<file path="config.mk">
export PLATFORM = sky130hd
export DESIGN_NAME = bcd_addsub
export DESIGN_NICKNAME = d
export VERILOG_FILES = /design/src/rtl/bcd_addsub_pkg.sv /design/src/rtl/bcd_addsub_digit.sv /design/src/rtl/bcd_addsub.sv
export SDC_FILE = /design/constraint.sdc
export NUM_CORES = 1
export LEC_CHECK = 0
export BUFFER_PORTS_ARGS = -buffer_cell sky130_fd_sc_hd__buf_2
export CAP_MARGIN = 40
export CORE_UTILIZATION = 45
export DETAILED_ROUTE_END_ITERATION = 6
export PLACE_DENSITY = 0.68
export SKIP_LAST_GASP = 1
export SYNTH_ARGS = -nofsm -noshare
export SYNTH_HDL_FRONTEND = slang
export SYNTH_SLANG_ARGS = --single-unit
</file>
<file path="constraint.sdc">
create_clock -name clk -period 11.58 [get_ports clk]
set_clock_uncertainty 0.05 [all_clocks]
set_input_delay 2.316 -clock clk [delete_from_list [all_inputs] [get_ports clk]]
set_output_delay 2.316 -clock clk [all_outputs]
set_load 0.1 [all_outputs]
</file>
<file path="src/rtl/bcd_addsub_pkg.sv">
// Shared types and constants for the signed 3-digit BCD add/subtract stage.
// Holds the FSM state encoding, the BCD digit limit and the sign codes.
package bcd_addsub_pkg;

    localparam logic [3:0] BCD_MAX  = 4'd9;
    localparam logic       SIGN_POS = 1'b0;

    typedef enum logic [2:0] {
        ST_IDLE    = 3'd0,
        ST_CAPTURE = 3'd1,
        ST_COMPARE = 3'd2,
        ST_DIG0    = 3'd3,
        ST_DIG1    = 3'd4,
        ST_DIG2    = 3'd5,
        ST_FINISH  = 3'd6
    } state_t;

    typedef struct packed {
        logic       sign;
        logic [3:0] huns;
        logic [3:0] tens;
        logic [3:0] ones;
    } bcd3_t;

    function automatic logic [3:0] pick_digit(input bcd3_t v, input logic [1:0] idx);
        case (idx)
            2'd1:    return v.tens;
            2'd2:    return v.huns;
            default: return v.ones;
        endcase
    endfunction

    function automatic logic has_bad_digit(input bcd3_t v);
        return (v.huns > BCD_MAX) || (v.tens > BCD_MAX) || (v.ones > BCD_MAX);
    endfunction

endpackage

</file>
<file path="src/rtl/bcd_addsub_digit.sv">
// Single BCD digit adder/subtractor with carry/borrow chaining.
// Shared across the three digit cycles of the top-level sequencer.
module bcd_digit_addsub
    import bcd_addsub_pkg::*;
(
    input  logic [3:0] x,
    input  logic [3:0] y,
    input  logic       cin,
    input  logic       sub,
    output logic [3:0] d,
    output logic       cout
);

    logic [4:0] sum;
    logic [4:0] adj;
    logic [4:0] diff;

    always_comb begin
        sum  = {1'b0, x} + {1'b0, y} + {4'b0, cin};
        adj  = sum - 5'd10;
        diff = {1'b0, x} - {1'b0, y} - {4'b0, cin};
        d    = sum[3:0];
        cout = 1'b0;
        if (sub) begin
            // diff[4] flags a negative digit; +10 mod 16 recovers the BCD digit
            if (diff[4]) begin
                d    = diff[3:0] + 4'd10;
                cout = 1'b1;
            end else begin
                d = diff[3:0];
            end
        end else if (sum > {1'b0, BCD_MAX}) begin
            d    = adj[3:0];
            cout = 1'b1;
        end
    end

endmodule

</file>
<file path="src/rtl/bcd_addsub.sv">
// Sequential signed BCD add/subtract: resynchronises load, captures two signed
// 3-digit operands and produces a signed 4-digit result one digit per cycle.
module bcd_addsub
    import bcd_addsub_pkg::*;
#(
    parameter int SYNC_STAGES = 2
) (
    input  logic       clk,
    input  logic       rst_n,
    input  logic       load,
    input  logic       op,
    input  logic [3:0] a_ones,
    input  logic [3:0] a_tens,
    input  logic [3:0] a_huns,
    input  logic       a_sign,
    input  logic [3:0] b_ones,
    input  logic [3:0] b_tens,
    input  logic [3:0] b_huns,
    input  logic       b_sign,
    output logic [3:0] res_ones,
    output logic [3:0] res_tens,
    output logic [3:0] res_huns,
    output logic       res_thou,
    output logic       res_sign,
    output logic       busy,
    output logic       done,
    output logic       err
);

    logic [SYNC_STAGES-1:0] sync_reg;
    logic                   prev_reg;
    logic                   start_evt;

    state_t          state_reg;
    bcd3_t           a_reg;
    bcd3_t           b_reg;
    logic            op_reg;
    logic            eff_sub_reg;
    logic            a_ge_b_reg;
    logic            carry_reg;
    logic [2:0][3:0] sum_reg;

    bcd3_t      a_in;
    bcd3_t      b_in;
    logic [1:0] dig_idx;
    logic       swap;
    logic [3:0] x_dig;
    logic [3:0] y_dig;
    logic [3:0] dig_out;
    logic       dig_cout;
    logic       thou_next;
    logic       mag_zero;
    logic       sign_calc;

    assign a_in = {a_sign, a_huns, a_tens, a_ones};
    assign b_in = {b_sign, b_huns, b_tens, b_ones};

    always_ff @(posedge clk or negedge rst_n) begin
        if (!rst_n) begin
            sync_reg <= '0;
            prev_reg <= 1'b0;
        end else begin
            sync_reg <= {sync_reg[SYNC_STAGES-2:0], load};
            prev_reg <= sync_reg[SYNC_STAGES-1];
        end
    end

    assign start_evt = sync_reg[SYNC_STAGES-1] & ~prev_reg;

    always_comb begin
        case (state_reg)
            ST_DIG1: dig_idx = 2'd1;
            ST_DIG2: dig_idx = 2'd2;
            default: dig_idx = 2'd0;
        endcase
    end

    // Subtraction always runs larger-minus-smaller, so swap when |B| > |A|
    assign swap  = eff_sub_reg & ~a_ge_b_reg;
    assign x_dig = swap ? pick_digit(b_reg, dig_idx) : pick_digit(a_reg, dig_idx);
    assign y_dig = swap ? pick_digit(a_reg, dig_idx) : pick_digit(b_reg, dig_idx);

    bcd_digit_addsub u_digit (
        .x    (x_dig),
        .y    (y_dig),
        .cin  (carry_reg),
        .sub  (eff_sub_reg),
        .d    (dig_out),
        .cout (dig_cout)
    );

    assign thou_next = ~eff_sub_reg & carry_reg;
    assign mag_zero  = (sum_reg == '0) && !thou_next;
    assign sign_calc = eff_sub_reg ? (a_ge_b_reg ? a_reg.sign : (b_reg.sign ^ op_reg))
                                   : a_reg.sign;

    always_ff @(posedge clk or negedge rst_n) begin
        if (!rst_n) begin
            state_reg   <= ST_IDLE;
            a_reg       <= '0;
            b_reg       <= '0;
            op_reg      <= 1'b0;
            eff_sub_reg <= 1'b0;
            a_ge_b_reg  <= 1'b0;
            carry_reg   <= 1'b0;
            sum_reg     <= '0;
            res_ones    <= '0;
            res_tens    <= '0;
            res_huns    <= '0;
            res_thou    <= 1'b0;
            res_sign    <= SIGN_POS;
            busy        <= 1'b0;
            done        <= 1'b0;
            err         <= 1'b0;
        end else begin
            done <= 1'b0;
            case (state_reg)
                ST_IDLE: begin
                    if (start_evt) begin
                        state_reg <= ST_CAPTURE;
                        busy      <= 1'b1;
                    end
                end
                ST_CAPTURE: begin
                    a_reg       <= a_in;
                    b_reg       <= b_in;
                    op_reg      <= op;
                    eff_sub_reg <= a_sign ^ b_sign ^ op;
                    carry_reg   <= 1'b0;
                    err         <= 1'b0;
                    if (has_bad_digit(a_in) || has_bad_digit(b_in)) begin
                        err       <= 1'b1;
                        res_ones  <= '0;
                        res_tens  <= '0;
                        res_huns  <= '0;
                        res_thou  <= 1'b0;
                        res_sign  <= SIGN_POS;
                        done      <= 1'b1;
                        busy      <= 1'b0;
                        state_reg <= ST_FINISH;
                    end else begin
                        state_reg <= ST_COMPARE;
                    end
                end
                ST_COMPARE: begin
                    // Packed BCD compares like binary when every digit is <= 9
                    a_ge_b_reg <= ({a_reg.huns, a_reg.tens, a_reg.ones} >=
                                   {b_reg.huns, b_reg.tens, b_reg.ones});
                    carry_reg  <= 1'b0;
                    state_reg  <= ST_DIG0;
                end
                ST_DIG0, ST_DIG1, ST_DIG2: begin
                    sum_reg[dig_idx] <= dig_out;
                    carry_reg        <= dig_cout;
                    state_reg        <= (state_reg == ST_DIG0) ? ST_DIG1 :
                                        (state_reg == ST_DIG1) ? ST_DIG2 : ST_FINISH;
                end
                ST_FINISH: begin
                    // busy is already low here on the error path, whose outputs were set in CAPTURE
                    if (busy) begin
                        res_ones <= sum_reg[0];
                        res_tens <= sum_reg[1];
                        res_huns <= sum_reg[2];
                        res_thou <= thou_next;
                        res_sign <= mag_zero ? SIGN_POS : sign_calc;
                        done     <= 1'b1;
                        busy     <= 1'b0;
                    end
                    state_reg <= ST_IDLE;
                end
                default: state_reg <= ST_IDLE;
            endcase
        end
    end

endmodule
</file>
==> results of run 1 <==
[cell usage after synthesis (all sizes together) (4+ instances only)]
cell type  instances
a31oi              5
o211ai             4
inv               28
nand4              4
buf                6
mux2              20
nor2b              6
and2               5
a21o               6
a221o              7
a211oi             4
a21oi             17
nor3               4
dfrtp             65
xnor2              6
mux2i             10
nand2             56
o21ai             37
clkbuf            11
nor2              17
ha                26
nand3             21
nand2b             8
[stage by stage]
step | std cells | worst slack, ns | area [µm²] | utilization (%) | hold slack, ns
6_report | 561 | 7.061 | 4448 | 53.33 | 0.3114
5_1_grt | 561 | 6.681 | 4448 | 53.33 | 0.3124
4_1_cts | 561 | 7.057 | 4448 | 53.33 | 0.3086
3_5_place_dp | 545 | 7.075 | 4222 | 50.62 | 0.2909
3_3_place_gp | 545 | 7.237 | 4222 | 50.62 | 0.2834
2_1_floorplan | 408 | 7.478 | 3920 | - | 0.2812
[metal layers]
| layer | share of wire (%) | track usage (%) |
|---|---|---|
| met1 | 46 | 26.66 |
| met2 | 47 | 33.93 |
| met3 | 3.7 | 3.509 |
| met4 | 3.4 | 10.61 |
| met5 | 0 | 0 |
[critical path, cell delays in order (launching register included)]
cell and delay, ns:
dfrtp_1 0.52, nor2b_1 0.25, nand2_1 0.12, ha_1 0.44, a221o_2 0.37, o21ai_1 0.16, xor2_1 0.11, ha_1 0.20
nand2b_1 0.15, fa_1 0.42, xnor2_1 0.22, ha_1 0.27, and2b_2 0.21, a31oi_2 0.25, a21oi_1 0.13, a221o_2 0.43
a21oi_1 0.14
[final cells by class]
type | count | area share (%)
inverters | 28 | 2.363
repair buffers | 49 | 5.682
clock inverters | 6 | 1.997
clock buffers | 10 | 3.094
well taps | 105 | 2.954
flip-flops and latches | 65 | 36.57
multi-input cells | 298 | 47.34
[final timing paths]
check / to / slack [ns] / start / cells after the start
worst max-delay path: sum_reg[5] / 7.06 / state_reg[1] / 16
worst min-delay path: sync_reg[1] / 0.31 / sync_reg[0] / 0
worst max register to register: sum_reg[5] / 7.06 / state_reg[1] / 16
worst min register to register: sync_reg[1] / 0.31 / sync_reg[0] / 0
max in group asynchronous: b_reg[1] / 8.82 / rst_n / 2
min in group asynchronous: sum_reg[3] / 2.07 / rst_n / 2
[cell families after synthesis]
logic type / synth area share [%]
flip-flops: 41.49
AND/OR/NAND/NOR: 16.50
buffers and inverters: 4.979
XOR/XNOR: 2.585
multiplexers: 8.299
AO/OA/AOI/OAI: 16.82
adder cells (fa/ha/maj): 9.320
==> flow_metrics.py, run 1 <==
metrics = {
    "placement": {
        "port_buffers": 46,
        "gp_congestion": 0.8284,
        "dp_hpwl_um": 6501,
    },
    "die": {
        "core_um2": 8341,
        "die_y_um": 95.34,
        "dieArea_um2": 9089,
        "rows": 33,
        "start_util_pct": 47.00,
        "die-width_um": 95.34,
        "pin_count": 47,
    },
    "clock_network": {
        "clock_path_buffers": 2,
        "cts_tree": "done",
        "cts_buffers": 9,
        "h-tree-depth": 3,
        "cts_setup_buffers": 0,
        "clk_pin_slew_ns": 0.08,
        "clk_latency_ns": 0.35,
        "cts_hold_buf": 0,
        "clock-sinks": 65,
        "post_cts_resized": 0,
        "root_buffer": "clkbuf_8",
    },
    "routing": {
        "ant_nets": 0,
        "avgRoutedWirePerCell_um": 15.27,
        "vias_per_cell": 5.524,
        "drt_first_pass_iters": 4,
        "vias": 3099,
        "drt_iter0_drc": 119,
        "drc": 0,
        "wirelength_um": 8566,
    },
    "sta": {
        "worst_pin_slew_ns": 0.8445,
        "period_share_pct": 39.02,
        "max_clock_freq_mhz": 221.3,
        "max-slew-margin-rel_pct": 43.70,
        "setup_tns_ns": 0,
        "hold_viol_final": 0,
        "rsz0062_at_grt": "no",
        "maxSlewViolCount": 0,
        "period_needed_ns": 4.519,
        "setup-violations-final": 0,
    },
    "finish": {
        "multi_input_area_um2": 2106,
        "final_common_cell": "dfrtp_1",
        "nNetsFinal": 509,
        "drive_above_1_share_pct": 20.83,
        "syn_to_final_growth_pct": 13.47,
        "final_cell_mix": "dfrtp_1 (65), nand2_1 (56), buf_2 (46)",
        "antenna-diode-count": 0,
        "ff_latch_area_um2": 1627,
        "fill_cells": 795,
    },
    "setup_path": {
        "endpoint_kind": "register",
        "criticalPathCategory": "register to register",
        "critPathRequiredTime_ns": 11.80,
        "critPathLaunchType": "register",
        "crit_arrival_ns": 4.74,
        "path_max_fanout": 13,
    },
    "global_routing": {
        "overflow": 0,
        "grt_pass1_wl_um": 14370,
        "track_usage_pct": 20.88,
        "grt_max_degree": 66,
        "grt_pass1_vias": 3007,
        "antenna_found_initial": 0,
    },
    "logic_synthesis": {
        "synth_ff_type": "dfrtp_1",
        "synth-edff-count": 0,
        "syn_area_um2": 3920,
        "ys_warn_count": 0,
        "ys_types": 57,
        "synth_nets": 466,
        "avgSynthCellArea_um2": 9.608,
        "synth_cells": 408,
        "ys_top_cells_by_area": "dfrtp_1 (41%), ha_1 (8.3%), nand2_1 (5.4%)",
        "ys_seq_elements": 65,
        "seq_area_frac_synth_pct": 41.49,
        "synth_top_area_share_pct": 41.49,
        "yosys.area.top_type": "dfrtp_1",
        "synthArstFlopShare_pct": 100.0,
    },
    "flow_run": {
        "drv_cap": 0,
    },
    "min_path": {
        "worstHoldPathType": "register to register",
    },
    "outcome": {
        "outcome": "complete, no violations",
    },
}
Power of run 1 is not shown: default switching activity piles up to over one toggle a cycle in this logic, so the estimate is an artifact.
==> run 2: changes to the inputs <==
- PLACE_DENSITY: 0.68 -> 0.71
- clock period: 11.58 -> 4 ns (I/O delays scaled with it)
==> flow_metrics.py, run 2 (same netlist as run 1, synthesis figures left out) <==
metrics = {
    "finish": {
        "drive_above_1_share_pct": 31.98,
        "nNetsFinal": 548,
        "final_cell_mix": "dfrtp_1 (64), nand2_1 (54), buf_2 (46)",
        "final_common_cell": "dfrtp_1",
        "final_cells": 599,
        "fill_cells": 746,
        "antenna-diode-count": 0,
        "syn_to_final_growth_pct": 24.13,
    },
    "sta": {
        "maxSlewViolCount": 0,
        "setup-violations-final": 0,
        "period_needed_ns": 3.935,
        "max-slew-margin-rel_pct": 60.84,
        "hold_ws_ns": 0.2566,
        "max_clock_freq_mhz": 254.1,
        "period_share_pct": 98.38,
        "rsz0062_at_grt": "yes",
        "hold_viol_final": 0,
        "worst_pin_slew_ns": 0.5857,
    },
    "routing": {
        "ant_nets": 0,
        "drc": 0,
        "drt_iter0_drc": 109,
        "drt_first_pass_iters": 4,
        "wirelength_um": 9349,
        "vias_per_cell": 5.551,
        "avgRoutedWirePerCell_um": 15.61,
        "vias": 3325,
    },
    "flow_run": {
        "drv_cap": 0,
    },
    "die": {
        "rows": 33,
        "die-width_um": 95.34,
        "core_um2": 8341,
        "start_util_pct": 47.00,
        "pin_count": 47,
        "dieArea_um2": 9089,
        "die_y_um": 95.34,
    },
    "global_routing": {
        "grt_pass1_vias": 3196,
        "track_usage_pct": 21.76,
        "grt_max_degree": 35,
        "antenna_found_initial": 0,
        "overflow": 0,
        "grt_pass1_wl_um": 14940,
    },
    "clock_network": {
        "clk_pin_slew_ns": 0.08,
        "clock-sinks": 65,
        "clock_path_buffers": 2,
        "clk_latency_ns": 0.35,
        "cts_hold_buf": 0,
        "cts_tree": "done",
        "cts_buffers": 9,
        "root_buffer": "clkbuf_8",
        "h-tree-depth": 3,
    },
    "setup_path": {
        "path_max_fanout": 5,
        "crit_path_top_delay_cell": "fa_2",
        "critPathLaunchType": "register",
        "critPathRequiredTime_ns": 4.24,
        "path_depth": 21,
        "endpoint_kind": "register",
        "r2r_start": "state_reg[1]",
        "critPathBufInv": 6,
        "cp_top_family": "compound AO/OA/AOI/OAI gates",
        "timing.critical_path.from": "state_reg[1]",
        "criticalPathCategory": "register to register",
        "path_cells": "buf_6 > nor2_4 > buf_6 > ha_4 > a221o_2 > o21ai_4 > mux2i_2 > buf_4 > buf_4 > nor2_1 > or2_1 > inv_2 > fa_2 > inv_2 > ha_4 > nor3b_2 > o21ai_0 > o211ai_1 > xnor2_1 > a221oi_2 > mux2_4",
        "cpPeakStageDelay_ns": 0.52,
        "crit_arrival_ns": 4.18,
        "ff2ff_path_depth": 21,
    },
    "placement": {
        "gp_congestion": 0.9498,
        "dp_hpwl_um": 6998,
        "port_buffers": 46,
        "dp.cells": 574,
    },
    "outcome": {
        "outcome": "complete, no violations",
    },
    "min_path": {
        "worstHoldPathType": "input port to asynchronous set/reset pin",
    },
}
run 2: changes by cell type in the layout (fill, tap and decap cells not counted), moves of 3 or more:
cell / delta
buf_4: +36
ha_1: -5
ha_4: +3
mux2_2: -3
mux2_4: +3
run 2: worst register-to-register path, cell delays in order, from the launching register on:
cell	delay (ns)
dfrtp_1	0.41
buf_6	0.14
nor2_4	0.11
buf_6	0.11
ha_4	0.20
a221o_2	0.34
o21ai_4	0.09
mux2i_2	0.11
buf_4	0.14
buf_4	0.12
nor2_1	0.07
or2_1	0.14
inv_2	0.04
fa_2	0.52
inv_2	0.05
ha_4	0.17
nor3b_2	0.21
o21ai_0	0.10
o211ai_1	0.12
xnor2_1	0.11
a221oi_2	0.33
mux2_4	0.21
run 2: metal layers:
| layer | wire length, µm | GRT usage, % | vias to the layer above |
|---|---|---|---|
| met1 | 4015 | 25.59 | 1603 |
| met5 | 0 | 0 | - |
| met2 | 4728 | 37.74 | 84 |
| met3 | 391 | 5.263 | 28 |
| met4 | 215 | 8.965 | 0 |
| li1 | - | - | 1610 |
run 2: timing repair:
action,CTS,global route
gates resized for setup,7,25
pin swaps,3,11
setup buffers,5,5
setup endpoints to repair,9,10
run 2: worst paths after layout:
check / end / slack [ns]
min in group clk: sync_reg[1] / 0.30
worst min register to register: sync_reg[1] / 0.30
worst max register to register: sum_reg[11] / 0.06
max in group asynchronous: sum_reg[11] / 2.94
worst min-delay path: done / 0.26
worst max-delay path: sum_reg[11] / 0.06
run 2: layout make-up:
| class | count | area [µm²] | share of cell area, % |
|---|---|---|---|
| tap | 105 | 131.4 | 2.700 |
| multi-input combinational | 298 | 2252 | 46.28 |
| clock inverter | 6 | 60.06 | 1.234 |
| timing repair buffer | 88 | 565.5 | 11.62 |
| inverter | 28 | 105.1 | 2.160 |
| clock buffer | 9 | 123.9 | 2.546 |
| sequential | 65 | 1628 | 33.45 |
run 2: metrics by stage:
step / setup WS, ns / utilization [%] / TNS (ns) / instance area [µm²]
global placement: 0.04561 / 53.38 / 0 / 4452
floorplan: 0.04847 / - / 0 / 3943
finish: 0.06464 / 58.34 / 0 / 4866
CTS: 0.01167 / 56.68 / 0 / 4727
global route: -0.1225 / 58.34 / -0.4296 / 4866
detailed placement: -0.09131 / 53.62 / -0.2946 / 4472
Power of run 2 is left out for the same reason.
==> run 3: changes to the inputs <==
--- a/config.mk
+++ b/config.mk
@@ -11,3 +11,5 @@
 export DETAILED_ROUTE_END_ITERATION = 6
+export HOLD_SLACK_MARGIN = 0.03
 export PLACE_DENSITY = 0.71
+export SETUP_SLACK_MARGIN = 0.3
 export SKIP_LAST_GASP = 1
--- a/constraint.sdc
+++ b/constraint.sdc
@@ -4,2 +4,2 @@
 set_output_delay 0.8 -clock clk [all_outputs]
-set_load 0.1 [all_outputs]
+set_load 0.02 [all_outputs]
==> flow_metrics.py, run 3 (same netlist as run 1, synthesis figures left out) <==
metrics = {
    "clock_network": {
        "clock-sinks": 65,
        "clock_path_buffers": 2,
        "cts_hold_buf": 0,
        "root_buffer": "clkbuf_8",
        "clk_latency_ns": 0.35,
        "h-tree-depth": 3,
        "cts_tree": "done",
        "cts_buffers": 9,
        "clk_pin_slew_ns": 0.08,
    },
    "placement": {
        "dp.cells": 557,
        "port_buffers": 46,
        "gp_congestion": 0.8082,
        "dp_hpwl_um": 6734,
    },
    "setup_path": {
        "critPathLaunchType": "register",
        "ff2ff_path_depth": 20,
        "r2r_start": "state_reg[0]",
        "cp_top_family": "adder cells",
        "path_max_fanout": 4,
        "crit_arrival_ns": 4.15,
        "path_cells": "nand2b_4 > nor2_4 > inv_2 > ha_4 > a221o_2 > o21ai_4 > mux2i_2 > xor2_1 > ha_2 > or2_1 > inv_1 > fa_2 > inv_2 > ha_4 > nor3b_1 > o21ai_1 > o211ai_1 > xnor2_1 > a221oi_2 > mux2_4",
        "worst_r2r_endpoint": "sum_reg[3]",
        "criticalPathCategory": "register to register",
        "cpPeakStageDelay_ns": 0.53,
        "critPathBufInv": 3,
        "critPathRequiredTime_ns": 4.24,
        "crit_path_top_delay_cell": "fa_2",
        "reg2reg_slack_ns": 0.1,
        "endpoint_kind": "register",
    },
    "min_path": {
        "min_path_cells": 0,
        "whs_endpoint": "sync_reg[1]",
        "worstHoldPathType": "register to register",
        "hp-start": "sync_reg[0]",
    },
    "die": {
        "core_um2": 8341,
        "start_util_pct": 47.00,
        "rows": 33,
        "die-width_um": 95.34,
        "die_y_um": 95.34,
        "pin_count": 47,
        "dieArea_um2": 9089,
    },
    "global_routing": {
        "overflow": 0,
        "grt_pass1_wl_um": 14920,
        "track_usage_pct": 21.69,
        "antenna_found_initial": 0,
        "grt_max_degree": 32,
        "grt_pass1_vias": 3237,
    },
    "finish": {
        "nNetsFinal": 535,
        "final_common_cell": "dfrtp_1",
        "final_cell_mix": "dfrtp_1 (63), nand2_1 (54), buf_2 (46)",
        "antenna-diode-count": 0,
        "drive_above_1_share_pct": 31.54,
        "final_cells": 587,
        "syn_to_final_growth_pct": 23.65,
    },
    "sta": {
        "period_share_pct": 97.59,
        "max_clock_freq_mhz": 256.2,
        "worst_pin_slew_ns": 0.5943,
        "hold_viol_final": 0,
        "maxSlewViolCount": 0,
        "max-slew-margin-rel_pct": 60.27,
        "rsz0062_at_grt": "yes",
        "setup-violations-final": 0,
        "period_needed_ns": 3.904,
    },
    "routing": {
        "drt_first_pass_iters": 4,
        "top_layer": "met4",
        "dr_wl_met2_um": 4459,
        "met3_length_um": 297,
        "avgRoutedWirePerCell_um": 15.04,
        "wirelength_um": 8829,
        "vias": 3188,
        "ant_nets": 0,
        "vias_per_cell": 5.431,
        "wl_met1_um": 3946,
        "drc": 0,
        "drt_iter0_drc": 134,
    },
    "outcome": {
        "outcome": "complete, no violations",
    },
    "flow_run": {
        "drv_cap": 0,
    },
}
==> run 3: changes by cell type in the layout (fill, tap and decap cells not counted), moves of 2 or more <==
cell      change
ha_1          -2
ha_4          +2
o21ai_1       +2
a21oi_1       -5
clkinv_2      -2
buf_4        -12
a21oi_2       +5
==> run 3: worst max-delay path by stage <==
stage,from,endpoint,slack [ns],depth (start not counted)
final,state_reg[0],sum_reg[3],0.1,20
after global routing,state_reg[0],sum_reg[3],-0.15,20
after CTS,state_reg[0],sum_reg[3],0.13,20
after detailed placement,state_reg[0],sum_reg[3],0.03,19
after global placement,state_reg[0],sum_reg[7],0.17,19
after floorplan,state_reg[1],sum_reg[3],0.21,21
==> run 3: stage by stage <==
step	util, %	setup TNS, ns	area (µm²)	setup slack [ns]	hold WS, ns
2_1_floorplan	-	0	4066	0.2106	0.2812
4_1_cts	57.44	0	4791	0.1311	0.3136
6_report	58.12	0	4847	0.09635	0.3071
5_1_grt	58.12	-0.4530	4847	-0.1537	0.3167
3_5_place_dp	53.36	0	4451	0.02550	0.2965
3_3_place_gp	53.12	0	4431	0.1716	0.2893
==> run 3: worst register-to-register path, cell delays in order, from the launching register on <==
cell and delay (ns):
dfrtp_1 0.42, nand2b_4 0.17, nor2_4 0.12, inv_2 0.07, ha_4 0.17, a221o_2 0.37, o21ai_4 0.09, mux2i_2 0.11
xor2_1 0.16, ha_2 0.18, or2_1 0.11, inv_1 0.05, fa_2 0.53, inv_2 0.05, ha_4 0.16, nor3b_1 0.21
o21ai_1 0.09, o211ai_1 0.10, xnor2_1 0.12, a221oi_2 0.32, mux2_4 0.21
==> run 3: routing by layer <==
layer  up-vias  global-route usage, %
met3        12                  3.987
met4         0                  8.081
met1      1530                  25.62
li1       1581                      -
met5         -                      0
met2        65                  38.87
==> run 3: final cells by class <==
cell class	instances	area [µm²]
multi-input combinational	298	2311
sequential	65	1629
clock buffer	10	137.6
timing repair buffer	75	464.2
clock inverter	6	66.31
inverter	28	107.6
tap	105	131.4
fill	748	3493
==> run 3: what timing repair did <==
action	in CTS	in global routing
buffers inserted	12	2
setup endpoints to repair	10	10
pin swaps	10	5
gates resized for setup	12	8
Power of run 3 is left out for the same reason.
